<file path="config.mk">
export PLATFORM = sky130hd
export DESIGN_NAME = fetch_unit
export DESIGN_NICKNAME = d
export VERILOG_FILES = /design/src/rtl/cpu_pkg.sv /design/src/rtl/fetch_fifo.sv /design/src/rtl/fetch_unit.sv
export SDC_FILE = /design/constraint.sdc
export NUM_CORES = 1
export LEC_CHECK = 0
export CAP_MARGIN = 25
export CORE_UTILIZATION = 55
export CTS_BUF_LIST = sky130_fd_sc_hd__clkbuf_4
export DETAILED_ROUTE_END_ITERATION = 8
export PLACE_DENSITY = 0.77
export SLEW_MARGIN = 5
export SYNTH_ARGS = -nofsm -noshare
export SYNTH_HDL_FRONTEND = slang
export SYNTH_HIERARCHICAL = 1
export SYNTH_SLANG_ARGS = --single-unit
</file>
<file path="constraint.sdc">
create_clock -name clk -period 4.4 [get_ports clk]
set_input_delay 0.88 -clock clk [delete_from_list [all_inputs] [get_ports clk]]
set_output_delay 0.88 -clock clk [all_outputs]
set_load 0.05 [all_outputs]
</file>
<file path="src/rtl/cpu_pkg.sv">
// Shared CPU front-end types: word widths, halt encoding, fetch FSM states.
// Imported by fetch_unit and fetch_fifo.
package cpu_pkg;
  localparam int INSTR_W = 16;
  localparam int ADDR_W  = 16;
  localparam logic [INSTR_W-1:0] HALT_INSTR = 16'hFFFF;

  typedef enum logic [1:0] {
    RUN,
    HALT_WAIT,
    HALTED
  } fetch_state_e;

  typedef struct packed {
    logic [ADDR_W-1:0]  pc;
    logic [INSTR_W-1:0] instr;
  } fetch_entry_t;
endpackage

</file>
<file path="src/rtl/fetch_fifo.sv">
// Prefetch FIFO of {pc,instr} entries with synchronous push/pop and flush.
// DEPTH must be a power of two so the pointers wrap for free.
module fetch_fifo
  import cpu_pkg::*;
#(
  parameter int DEPTH = 4,
  localparam int AW = $clog2(DEPTH),
  localparam int CW = $clog2(DEPTH + 1)
) (
  input  logic         clk,
  input  logic         rst,
  input  logic         flush,
  input  logic         push,
  input  fetch_entry_t push_data,
  input  logic         pop,
  output fetch_entry_t head,
  output logic [CW-1:0] count
);

  fetch_entry_t mem [DEPTH];
  logic [AW-1:0] wr_ptr;
  logic [AW-1:0] rd_ptr;
  logic          do_push;
  logic          do_pop;

  assign do_pop  = pop && (count != '0);
  assign do_push = push && ((count != CW'(DEPTH)) || do_pop);
  assign head    = mem[rd_ptr];

  always_ff @(posedge clk or posedge rst) begin
    if (rst) begin
      wr_ptr <= '0;
      rd_ptr <= '0;
      count  <= '0;
    end else if (flush) begin
      wr_ptr <= '0;
      rd_ptr <= '0;
      count  <= '0;
    end else begin
      if (do_push) wr_ptr <= wr_ptr + AW'(1);
      if (do_pop)  rd_ptr <= rd_ptr + AW'(1);
      unique case ({do_push, do_pop})
        2'b10:   count <= count + CW'(1);
        2'b01:   count <= count - CW'(1);
        default: count <= count;
      endcase
    end
  end

  always_ff @(posedge clk) begin
    if (do_push && !flush) mem[wr_ptr] <= push_data;
  end

endmodule

</file>
<file path="src/rtl/fetch_unit.sv">
// Instruction fetch stage: imem driver, prefetch FIFO, redirect and halt.
// Define FETCH_PERF_EN to add perf_fetched/perf_stall counters.
module fetch_unit
  import cpu_pkg::*;
#(
  parameter int DEPTH = 4,
  parameter logic [ADDR_W-1:0] RESET_PC = '0
) (
  input  logic               clk,
  input  logic               rst,
  output logic               imem_req,
  output logic [ADDR_W-1:0]  imem_addr,
  input  logic [INSTR_W-1:0] imem_rdata,
  input  logic               redirect_valid,
  input  logic [ADDR_W-1:0]  redirect_pc,
  output logic               instr_valid,
  input  logic               instr_ready,
  output logic [INSTR_W-1:0] instr_out,
  output logic [ADDR_W-1:0]  instr_pc,
  output logic               halted
`ifdef FETCH_PERF_EN
  ,
  output logic [15:0]        perf_fetched,
  output logic [15:0]        perf_stall
`endif
);

  localparam int CW = $clog2(DEPTH + 1);

  fetch_state_e      state_q;
  logic [ADDR_W-1:0] fetch_pc_q;
  logic [ADDR_W-1:0] req_pc_q;
  logic              inflight_q;
  logic              req_epoch_q;
  logic              epoch_q;
  logic              halted_q;
  fetch_entry_t      last_q;
  fetch_entry_t      head;
  fetch_entry_t      resp;
  logic [CW-1:0]     fifo_count;
  logic [CW:0]       used;
  logic              resp_ok;
  logic              handshake;

  // Credit covers the in-flight word so a response always has a slot.
  assign used = {1'b0, fifo_count} + {{CW{1'b0}}, inflight_q};
  assign imem_req = !rst && (state_q == RUN) && !redirect_valid
                    && (used < (CW+1)'(DEPTH));
  assign imem_addr = fetch_pc_q;

  assign resp_ok = inflight_q && (req_epoch_q == epoch_q)
                   && (state_q == RUN) && !redirect_valid;
  assign resp = '{pc: req_pc_q, instr: imem_rdata};

  assign instr_valid = (fifo_count != '0);
  assign handshake   = instr_valid && instr_ready;
  assign instr_out   = instr_valid ? head.instr : last_q.instr;
  assign instr_pc    = instr_valid ? head.pc : last_q.pc;
  assign halted      = halted_q;

  fetch_fifo #(.DEPTH(DEPTH)) u_fifo (
    .clk       (clk),
    .rst       (rst),
    .flush     (redirect_valid),
    .push      (resp_ok),
    .push_data (resp),
    .pop       (handshake),
    .head      (head),
    .count     (fifo_count)
  );

  always_ff @(posedge clk or posedge rst) begin
    if (rst) begin
      state_q     <= RUN;
      fetch_pc_q  <= RESET_PC;
      req_pc_q    <= '0;
      inflight_q  <= 1'b0;
      req_epoch_q <= 1'b0;
      epoch_q     <= 1'b0;
      halted_q    <= 1'b0;
      last_q      <= '0;
    end else begin
      if (handshake) last_q <= head;
      inflight_q <= imem_req;
      if (imem_req) begin
        req_pc_q    <= fetch_pc_q;
        req_epoch_q <= epoch_q;
        fetch_pc_q  <= fetch_pc_q + ADDR_W'(1);
      end
      if (redirect_valid) begin
        epoch_q    <= ~epoch_q;
        fetch_pc_q <= redirect_pc;
        state_q    <= RUN;
        halted_q   <= 1'b0;
      end else begin
        unique case (state_q)
          RUN: begin
            if (resp_ok && imem_rdata == HALT_INSTR)
              state_q <= HALT_WAIT;
          end
          HALT_WAIT: begin
            if (handshake && fifo_count == CW'(1)) begin
              state_q  <= HALTED;
              halted_q <= 1'b1;
            end
          end
          default: ;
        endcase
      end
    end
  end

`ifdef FETCH_PERF_EN
  always_ff @(posedge clk or posedge rst) begin
    if (rst) begin
      perf_fetched <= '0;
      perf_stall   <= '0;
    end else begin
      if (handshake && perf_fetched != 16'hFFFF)
        perf_fetched <= perf_fetched + 16'd1;
      if (instr_ready && !instr_valid && state_q != HALTED
          && perf_stall != 16'hFFFF)
        perf_stall <= perf_stall + 16'd1;
    end
  end
`endif

endmodule
</file>
======== After elaboration in Yosys (flattened, before gate mapping) ========
Memories as Yosys holds them, arrays and structs flattened.
Cells that the tools add are included.
word-level totals
  bits in writable memories ............... 128
  latch bits .............................. 0
  bits in registers ....................... 77
  input bits .............................. 36
  memories ................................ 1
  output and inout bits ................... 51
  word-level logic and storage cells ...... 75
  memory bits (read-only) ................. 0
memories
  name        depth  width  read ports  clocked after Yosys merged registers in  write ports  RTL line          RTL
  u_fifo.mem  4      32     1           0                                        1            fetch_fifo.sv:20  fetch_entry_t mem [DEPTH];
cells by class
  $lt $le $gt $ge ......................... 1
  shifts and indexed selects .............. 0
  reduce and logical (&&, ||, !) cells .... 26
  bitwise gates (word level) .............. 1
  multipliers ............................. 0
  eq/ne operators ......................... 9
  divide/modulo/power cells ............... 0
  muxes and demuxes ....................... 19
  add/subtract/negate cells ............... 6
operator list
  kind                                                 count
  2-to-1 mux 16 bit                                    4
  adder 16 x 1 -> 16 bit, second input constant        1
  equality test 16 bit, second input constant          1
  2-to-1 mux 2 bit                                     7
  logical AND 1 bit                                    12
  nonzero test 2 bit                                   5
  nonzero test 3 bit                                   3
  != test 3 bit, second input constant                 2
  case mux 3 bit (2 select lines)                      1
  2-to-1 mux 1 bit                                     5
  adder 2 x 1 -> 2 bit, second input constant          2
  adder 3 x 1 -> 4 bit                                 1
  equality test 2 x 1 -> 1 bit, second input constant  2
  < comparator 4 x 3 -> 1 bit, second input constant   1
  case mux 2 bit (2 select lines)                      1
  adder 3 x 1 -> 3 bit, second input constant          1
  equality test 3 x 1 -> 1 bit, second input constant  1
  2-to-1 mux 3 bit                                     1
  != test 3 x 2 -> 1 bit, second input constant        1
  AND reduction 3 bit                                  1
  subtractor 3 x 1 -> 3 bit, second input constant     1
  equality test 2 bit, second input constant           1
  zero test 1 bit                                      2
  zero test 2 bit                                      1
  4 further kinds                                      4

======== Depth between registers and ports, before layout ========
Gate-level depths: netlist of the first run.
  depth in word-level cells ............... 8
  depth in mapped cells ................... 12
  depth with buffers taken out ............ 10

======== Hierarchy ========
Netlist of the first run, hierarchy kept.
modules (own cells, without submodules)
  module      instances  area an instance (um^2)  cells each  sequential area each (um^2)
  fetch_fifo  1          5251.3                   231         4018.9
  fetch_unit  1          3405.8                   269         1751.7

======== Worst setup path before layout of the first run ========
No wires, ideal clock.
  path kind ............................... register -> register
  start ................................... reg u_fifo.count[1]
  end ..................................... reg u_fifo.count[2]
  setup time .............................. 133 ps
  required time ........................... 4267 ps
  arrival ................................. 3096 ps
  buffers on the path ..................... 2
  slack ................................... 1171 ps
  cell stages (with the launch flop) ...... 13
  period minus slack after synthesis ...... 3229 ps
  path through ............................ dfrtp_1 nor3_2 inv_2 nand2_1 buf_2 inv_1 buf_4 o31ai_1 nor2_1 fa_1 or3b_1 a32oi_1 a31oi_1
on the way
  word-level cells in the longest chain between the ends .. 8
  elaborated cells on any way between the ends .. 13
  classes of those cells .................. add/sub: 2; eq/ne: 3; mux: 2; reduce/logical: 6
RTL lines
  what                                                                        RTL line          RTL
  start: declaration                                                          fetch_fifo.sv:17  output logic [CW-1:0] count
  start signal: assignment                                                    fetch_fifo.sv:43  2'b10: count <= count + CW'(1);
  start signal: assignment                                                    fetch_fifo.sv:44  2'b01: count <= count - CW'(1);
  start signal: assignment                                                    fetch_fifo.sv:45  default: count <= count;
  nonzero test 3 bit *                                                        fetch_unit.sv:55  assign instr_valid = (fifo_count != '0);
  named net instr_valid                                                       fetch_unit.sv:16  output logic instr_valid,
  logical AND 1 bit *                                                         fetch_unit.sv:56  assign handshake = instr_valid && instr_ready;
  named net handshake                                                         fetch_unit.sv:43  logic handshake;
  logical AND 1 bit *                                                         fetch_fifo.sv:26  assign do_pop = pop && (count != '0);
  logical OR 1 bit                                                            fetch_fifo.sv:27  assign do_push = push && ((count != CW'(DEPTH)) || do_pop);
  logical AND 1 bit                                                           fetch_fifo.sv:27
  equality test 2 x 1 -> 1 bit / equality test 2 bit (equally long branches)  fetch_fifo.sv:42  unique case ({do_push, do_pop})
  case mux 3 bit (2 select lines)                                             fetch_fifo.sv:42
  2-to-1 mux 3 bit                                                            fetch_fifo.sv:35  end else if (flush) begin
Mark *: on every way through the listed nets, which the timed path passes. The rest lies on a longest branch.
A chain may end at the register's enable or synchronous reset.

==> impl_metrics.toml, run 1 <==
[critical_path]
cp_cell_sequence = "buf_12 > mux4_1 > mux2_2 > clkdlybuf4s50_1"
worst_setup_path_end_kind = "primary output"
crit_path_start_kind = "register"
reg2reg_depth = 11
critPathBufInv = 2
critPathMaxFanout = 18
worstReg2RegStart = "u_fifo/count[1]"
crit_family = "buffers and inverters"
cp.required_ns = 3.52
slowest_delay_ns = 0.72
worst-setup-path-type = "register to primary output"
ff2ff_setup_slack_ns = 1.09
critPathArrivalTime_ns = 3.21
r2r-end = "u_fifo/count[2]"
slowest_stage = "dfrtp_2"

[global_route]
grt_max_degree = 33
gr-usage-all-layers_pct = 21.7
grt_pass1_wl_um = 26700
grt.overflow.total = 0
first_global_vias = 5216
antenna_found_initial = 0

[finish]
final_cell_area_um2 = 10400
n_fill_cell = 1073
regArea_um2 = 5770
layout-drive-gt1-share_pct = 32.1
antenna_cells = 0
syn_to_final_growth_pct = 19.6
final_nets = 670
finalNonFillerCells = 880
multi_input_area_um2 = 2660

[status]
status = "finished clean"

[synth]
yosys_warnings = 6
synth_compound_area_share_pct = 3.12
ys_async_sr_fraction_pct = 37.6
synth_area_leaders = "edfxtp_1 44%, dfrtp_1 22%, mux2_2 11%, mux4_2 7.3%, mux4_1 1.2%"
synth_edf_count = 128
syn-num-nets = 542
synth_area_per_cell_um2 = 17.3
synth_cell_types = 61
ys_seq_elements = 205
synth_simple_gate_area_share_pct = 6.07
synth.area.mux_share_pct = 19.3
synth_top_family_by_area = "multiplexers"
ys_seq_area_share_pct = 66.7
synth_top_area_share_pct = 44.4
synth_adder_area_share_pct = 0.954
yosysTopAreaCell = "edfxtp_1"
syn-instance-count = 500
synthXorXnorAreaFrac_pct = 1.21
ys.flop_type = "edfxtp_1"
synth_area_um2 = 8660

[timing]
post-route-period-util_pct = 92.8
final-max-slew-violation-count = 0
setup-tns-final_ns = 0
rsz0062_at_grt = "no"
hold_viol = 0
setup_violations = 0
clock_skew_ns = 0.0360
worst_slew_pin_slew_ns = 0.737
relSlewSlack_pct = 50.8
min_period_ns = 4.09
fmax_ghz = 0.245

[floorplanning]
fp-row-count = 45
fp.dieH_um = 127
pin_count = 87
start_util_pct = 56.7
fp.dieW_um = 127
die_area_um2 = 16200
core_region_area_um2 = 15300

[power]
power_frac_comb_pct = 17.0
clockPowerShare_pct = 32.3
swShare_pct = 28.0
intPower_mw = 3.30
p_total_mw = 4.59
power_density_nw_per_um2 = 443
seqPwrFrac_pct = 50.6
irDropWorstVdd_uv = 256
p_switching_mw = 1.29
power.leakage_nw = 3.91

[min_path]
min_path_type = "register to register"
hold_end = "halted"
hold_depth = 1
min_from = "halted"

[clock_network]
cts_hold_buf = 0
htreeDepth = 2
cts_tree = "built"
numCtsBuffers = 50
post-cts-setup-buffers = 0
clock_latency_ns = 0.64
clkSinkCount = 205
cts_resized = 0
cts_buffer_depth = 3
path_clk_slew_ns = 0.06
cts_root_buf = "clkbuf_4"

[route]
via_per_inst = 5.60
first_iter_violations = 310
avgRoutedWirePerCell_um = 18.6
drc = 0
antenna_left = 0
drt-total-wl_um = 16300
drt_first_pass_iters = 4
dr_total_vias = 4924

[placed_design]
gp_congestion = 0.865
dp_hpwl_um = 10400
port-buffer-count = 86
place_inst = 787
place_area_um2 = 9730

[flow_run]
maxCapViolations = 0
-- metrics by stage --
step | worst slack [ns] | hold slack, ns | utilization, %
after CTS | 0.223 | 0.502 | 67.9
after global routing | 0.141 | 0.515 | 67.9
after floorplan | 1.17 | 0.472 | -
after detailed placement | 0.897 | 0.479 | 63.8
final | 0.315 | 0.499 | 67.9
after global placement | 0.931 | 0.481 | 63.8
-- worst max path at each step --
stage,startpoint,end,depth (start not counted)
finish,u_fifo/rd_ptr[0],instr_pc[15],4
global placement,u_fifo/rd_ptr[0],instr_pc[15],4
CTS,u_fifo/rd_ptr[0],instr_pc[15],4
floorplan,u_fifo/count[1],u_fifo/count[2],12
detailed placement,rst,imem_req,6
global route,u_fifo/rd_ptr[0],instr_pc[15],4
-- sequential cells by signal, indices dropped and copies added, names as in the netlist --
signal / count
inflight_q: 1
imem_addr: 16
u_fifo/count: 3
req_pc_q: 16
halted: 1
u_fifo/wr_ptr: 2
last_q: 32
req_epoch_q: 1
state_q: 2
u_fifo/rd_ptr: 2
epoch_q: 1
u_fifo/mem: 128
-- cell families after synthesis --
group,count (synthesis)
DFF,205
muxes,115
and+or+nand+nor,84
AOI/OAI and AO/OA,42
buffers and inverters,36
xor gates and xnor gates,12
adders and majority gates,6
-- power groups by stage --
stage	Clock, mW	Sequential, mW	Combinational, mW
finish	1.48	2.32	0.781
global route	1.63	2.34	0.824
CTS	1.52	2.32	0.789
detailed placement	0	2.36	0.785
global placement	0	2.34	0.771
floorplan	0	2.37	0.494
-- cell usage in the layout (no fill, tap or decap), types with 4 or more instances in the layout --
cell             instances
edfxtp_1               128
clkinv_1                19
inv_2                    4
a21oi_1                  6
inv_1                    7
xor2_1                  10
or4_1                    4
o21ai_0                 12
mux4_1                   4
nand2_1                 17
clkdlybuf4s50_1         85
dfrtp_1                 76
a31oi_1                  8
nand3_1                  7
mux4_2                  28
nand4_1                 10
and2_1                   7
o31ai_1                  4
ha_1                     5
mux2_2                  81
nor2_1                  12
buf_4                   14
clkbuf_4                73
-- cell type report --
| type | instances | area share (%) |
|---|---|---|
| tap | 211 | 2.55 |
| inverter | 11 | 0.399 |
| clock buffer | 73 | 5.29 |
| timing repair buffer | 101 | 9.62 |
| sequential | 205 | 55.7 |
| clock inverter | 20 | 0.761 |
| multi-input combinational | 259 | 25.7 |
-- cells in the mapped netlist, drive strengths merged, types with 2 or more instances --
cell type and n:
o211ai 2, edfxtp 128, mux4 32, clkbuf 8, nor4b 2, nor3 3, ha 5, inv 10
nor2 13, nand3 9, and2 7, xnor2 2, dfrtp 77, or3 2, mux2i 2, and4 3
o21ai 12, buf 17, a31oi 8, and3 3, nand4 10, o31ai 4, mux2 81, a21oi 6
nand2 17, xor2 10, or4 4, o311ai 2, nor4 3
-- layer usage --
metal / global-route usage (%) / vias up / wire (um)
met5: 0 / - / 0
met4: 7.91 / 0 / 276
met3: 4.27 / 26 / 889
met2: 36.2 / 166 / 8230
met1: 28.7 / 2486 / 6940
li1: - / 2246 / -
-- worst register-to-register path, cell delays in order, from the launching register on --
cell	delay, ns
dfrtp_1	0.58
nor3_4	0.25
buf_4	0.39
inv_2	0.21
nand2_1	0.13
inv_1	0.19
o31ai_1	0.17
nor2_1	0.11
fa_1	0.46
or3b_1	0.39
a32oi_1	0.21
a31oi_1	0.10
(Power assumes the default switching activity.)
==> inputs of run 2 (changes only) <==
- HOLD_SLACK_MARGIN: default -> 0.03
==> results of run 2 <==
Same layout as run 1: the final DEF is identical, and so are final timing and power.
==> inputs of run 3 (changes only) <==
- SYNTH_HIERARCHICAL: 1 -> default
==> run 3 against run 2 <==
Effect of this change:
- global-route usage is 1.9 points higher
- wire length rose by 12%
- non-clock buffer count increased by 1
- first-iteration DRC count rose by 37%
- total power increased by 73%
- sequential power increased by 18%
- largest power group is now combinational logic
- register-to-register slack improved by 0.52 ns
- critical endpoint is now instr_out[6]
- critical path type unchanged
- utilization up 0.89 points
- sequential cell count stayed put
- clock-buffer cell count is 2 higher
==> impl_metrics.toml, run 3 <==
[clock_network]
numCtsBuffers = 51
clkSinkCount = 205
htreeDepth = 2
cts_tree = "built"
path_clk_slew_ns = 0.06
clock_latency_ns = 0.64
post-cts-setup-buffers = 0
cts_resized = 0
cts_root_buf = "clkbuf_4"
cts_buffer_depth = 3
cts_hold_buf = 0

[synth]
synth_cell_types = 59
synth_area_leaders = "edfxtp_1 44%, dfrtp_1 22%, mux4_2 8.3%, nand2_1 6.6%, mux2_2 3.9%"
synth.area.mux_share_pct = 12.9
synth_area_um2 = 8720
synth_area_per_cell_um2 = 14.2
syn-instance-count = 614
yosysTopAreaCell = "edfxtp_1"
synthXorXnorAreaFrac_pct = 0.703
synth_top_area_share_pct = 44.1
synthTopCellsByCount = "154 x nand2_1, 128 x edfxtp_1, 77 x dfrtp_1, 32 x mux4_2, 30 x mux2_2"
synth_adder_area_share_pct = 1.29
yosys_warnings = 0
ys.flop_type = "edfxtp_1"
ys_seq_elements = 205
yosysMostFrequentCell = "nand2_1"
synth_simple_gate_area_share_pct = 11.7
syn-num-nets = 659
synth_top_family_by_area = "multiplexers"
synth_compound_area_share_pct = 4.85
ys_seq_area_share_pct = 66.2
synth_edf_count = 128
ys_async_sr_fraction_pct = 37.6

[floorplanning]
die_area_um2 = 16400
fp.dieW_um = 128
fp-row-count = 45
core_region_area_um2 = 15300
fp.dieH_um = 128
start_util_pct = 56.9
pin_count = 87

[finish]
layout-drive-gt1-share_pct = 22.8
final_nets = 783
reg_top3 = "u_fifo.mem: 128 flops, last_q: 32 flops"
syn_to_final_growth_pct = 20.8
n_fill_cell = 1046
regMostFlops = "u_fifo.mem"
finalNonFillerCells = 993
final_common_cell = "nand2_1"
final_cell_mix = "154 x nand2_1, 128 x edfxtp_1, 85 x clkdlybuf4s50_1, 76 x dfrtp_1, 75 x clkbuf_4"
largest_register_ffs = 128
final_cell_area_um2 = 10500

[global_route]
grt.overflow.total = 0
grt_pass1_wl_um = 29400
grt_max_degree = 41
antenna_found_initial = 1
first_global_vias = 5751
gr-usage-all-layers_pct = 23.7

[timing]
hold_viol = 0
clock_skew_ns = 0.0372
fmax_ghz = 0.237
fin_ws_ns = 0.184
final-max-slew-violation-count = 0
setup-tns-final_ns = 0
worst_slew_pin_slew_ns = 0.698
rsz0062_at_grt = "no"
min_period_ns = 4.22
setup_violations = 0
relSlewSlack_pct = 53.4
post-route-period-util_pct = 95.8

[placed_design]
place_area_um2 = 9850
port-buffer-count = 86
dp_slack_ns = 0.798
dp_hpwl_um = 11500
place_inst = 896
gp_congestion = 0.883

[route]
via_per_inst = 5.66
first_iter_violations = 426
dr_total_vias = 5617
antenna_left = 0
drc = 0
drt_first_pass_iters = 5
drt-total-wl_um = 18200
avgRoutedWirePerCell_um = 18.4

[critical_path]
critPathArrivalTime_ns = 3.34
cp.required_ns = 3.52
worst-setup-path-type = "register to primary output"
critPathMaxFanout = 37
worst_setup_path_end_kind = "primary output"
crit_path_start_kind = "register"

[min_path]
min_path_type = "register to register"

[flow_run]
maxCapViolations = 0

[power]
power_density_nw_per_um2 = 753
irDropWorstVdd_uv = 408
power.leakage_nw = 4.03

[status]
status = "finished clean"
run 3: cell types whose count changed after synthesis, moves of 5 or more:
cell and change:
nor2_1 -5, mux2_2 -51, a221o_1 +10, nand2_1 +137, nand3_1 +5, nor3_1 +10, xor2_1 -7, a31oi_1 -7
clkbuf_1 +9
run 3: through the flow:
step	total power, mW	util, %	hold slack (ns)
after CTS	7.98	68.8	0.493
after detailed placement	6.39	64.3	0.478
final	7.93	68.8	0.492
after global routing	8.32	68.8	0.510
after floorplan	5.23	-	0.458
after global placement	6.26	64.3	0.467
run 3: worst paths after layout:
path	start	endpoint	slack (ns)	cells after the start
hold reg to reg	last_q[20]	last_q[20]	0.49	1
setup reg to reg	u_fifo.count[0]	last_q[26]	1.61	7
hold / removal	last_q[20]	last_q[20]	0.49	1
max in group asynchronous	rst	last_q[23]	2.82	3
min in group asynchronous	rst	req_pc_q[15]	0.67	2
setup / recovery	u_fifo.count[0]	instr_out[6]	0.18	7
run 3: power breakdown:
part / total (mW) / internal [mW] / switching, mW
clock network: 1.59 / 0.848 / 0.739
registers: 2.74 / 2.43 / 0.304
logic: 3.61 / 1.30 / 2.30
run 3: worst max-delay path, cell delays in order, from the launching register on:
cell	delay [ns]
dfrtp_1	0.51
inv_1	0.16
ha_1	0.31
nor2b_2	0.23
buf_4	0.42
nand2_1	0.12
nand2_1	0.12
clkdlybuf4s50_1	0.81
run 3: metal layers:
metal  global-route usage [%]  up-vias  wire, um
met5                        0        -         0
met1                     31.1     2791      7510
met4                     10.1        0       396
li1                         -     2576         -
met2                     39.0      219      9240
met3                     4.55       31      1090
run 3: logic make-up after synthesis:
group | Yosys count
mux | 68
flops | 205
buf+inv | 45
xor+xnor | 7
simple gates | 223
fa+ha+maj | 9
compound gates | 57
run 3: layout make-up:
| class | count | area (um2) | area share (%) |
|---|---|---|---|
| Sequential cell | 205 | 5770 | 54.8 |
| Multi-Input combinational cell | 364 | 2750 | 26.1 |
| Timing Repair Buffer | 102 | 1020 | 9.65 |
| Clock buffer | 75 | 563 | 5.35 |
| Tap cell | 211 | 264 | 2.51 |
| Clock inverter | 21 | 111 | 1.06 |
| Inverter | 14 | 53.8 | 0.511 |
| Antenna cell | 1 | 2.50 | 0.0238 |
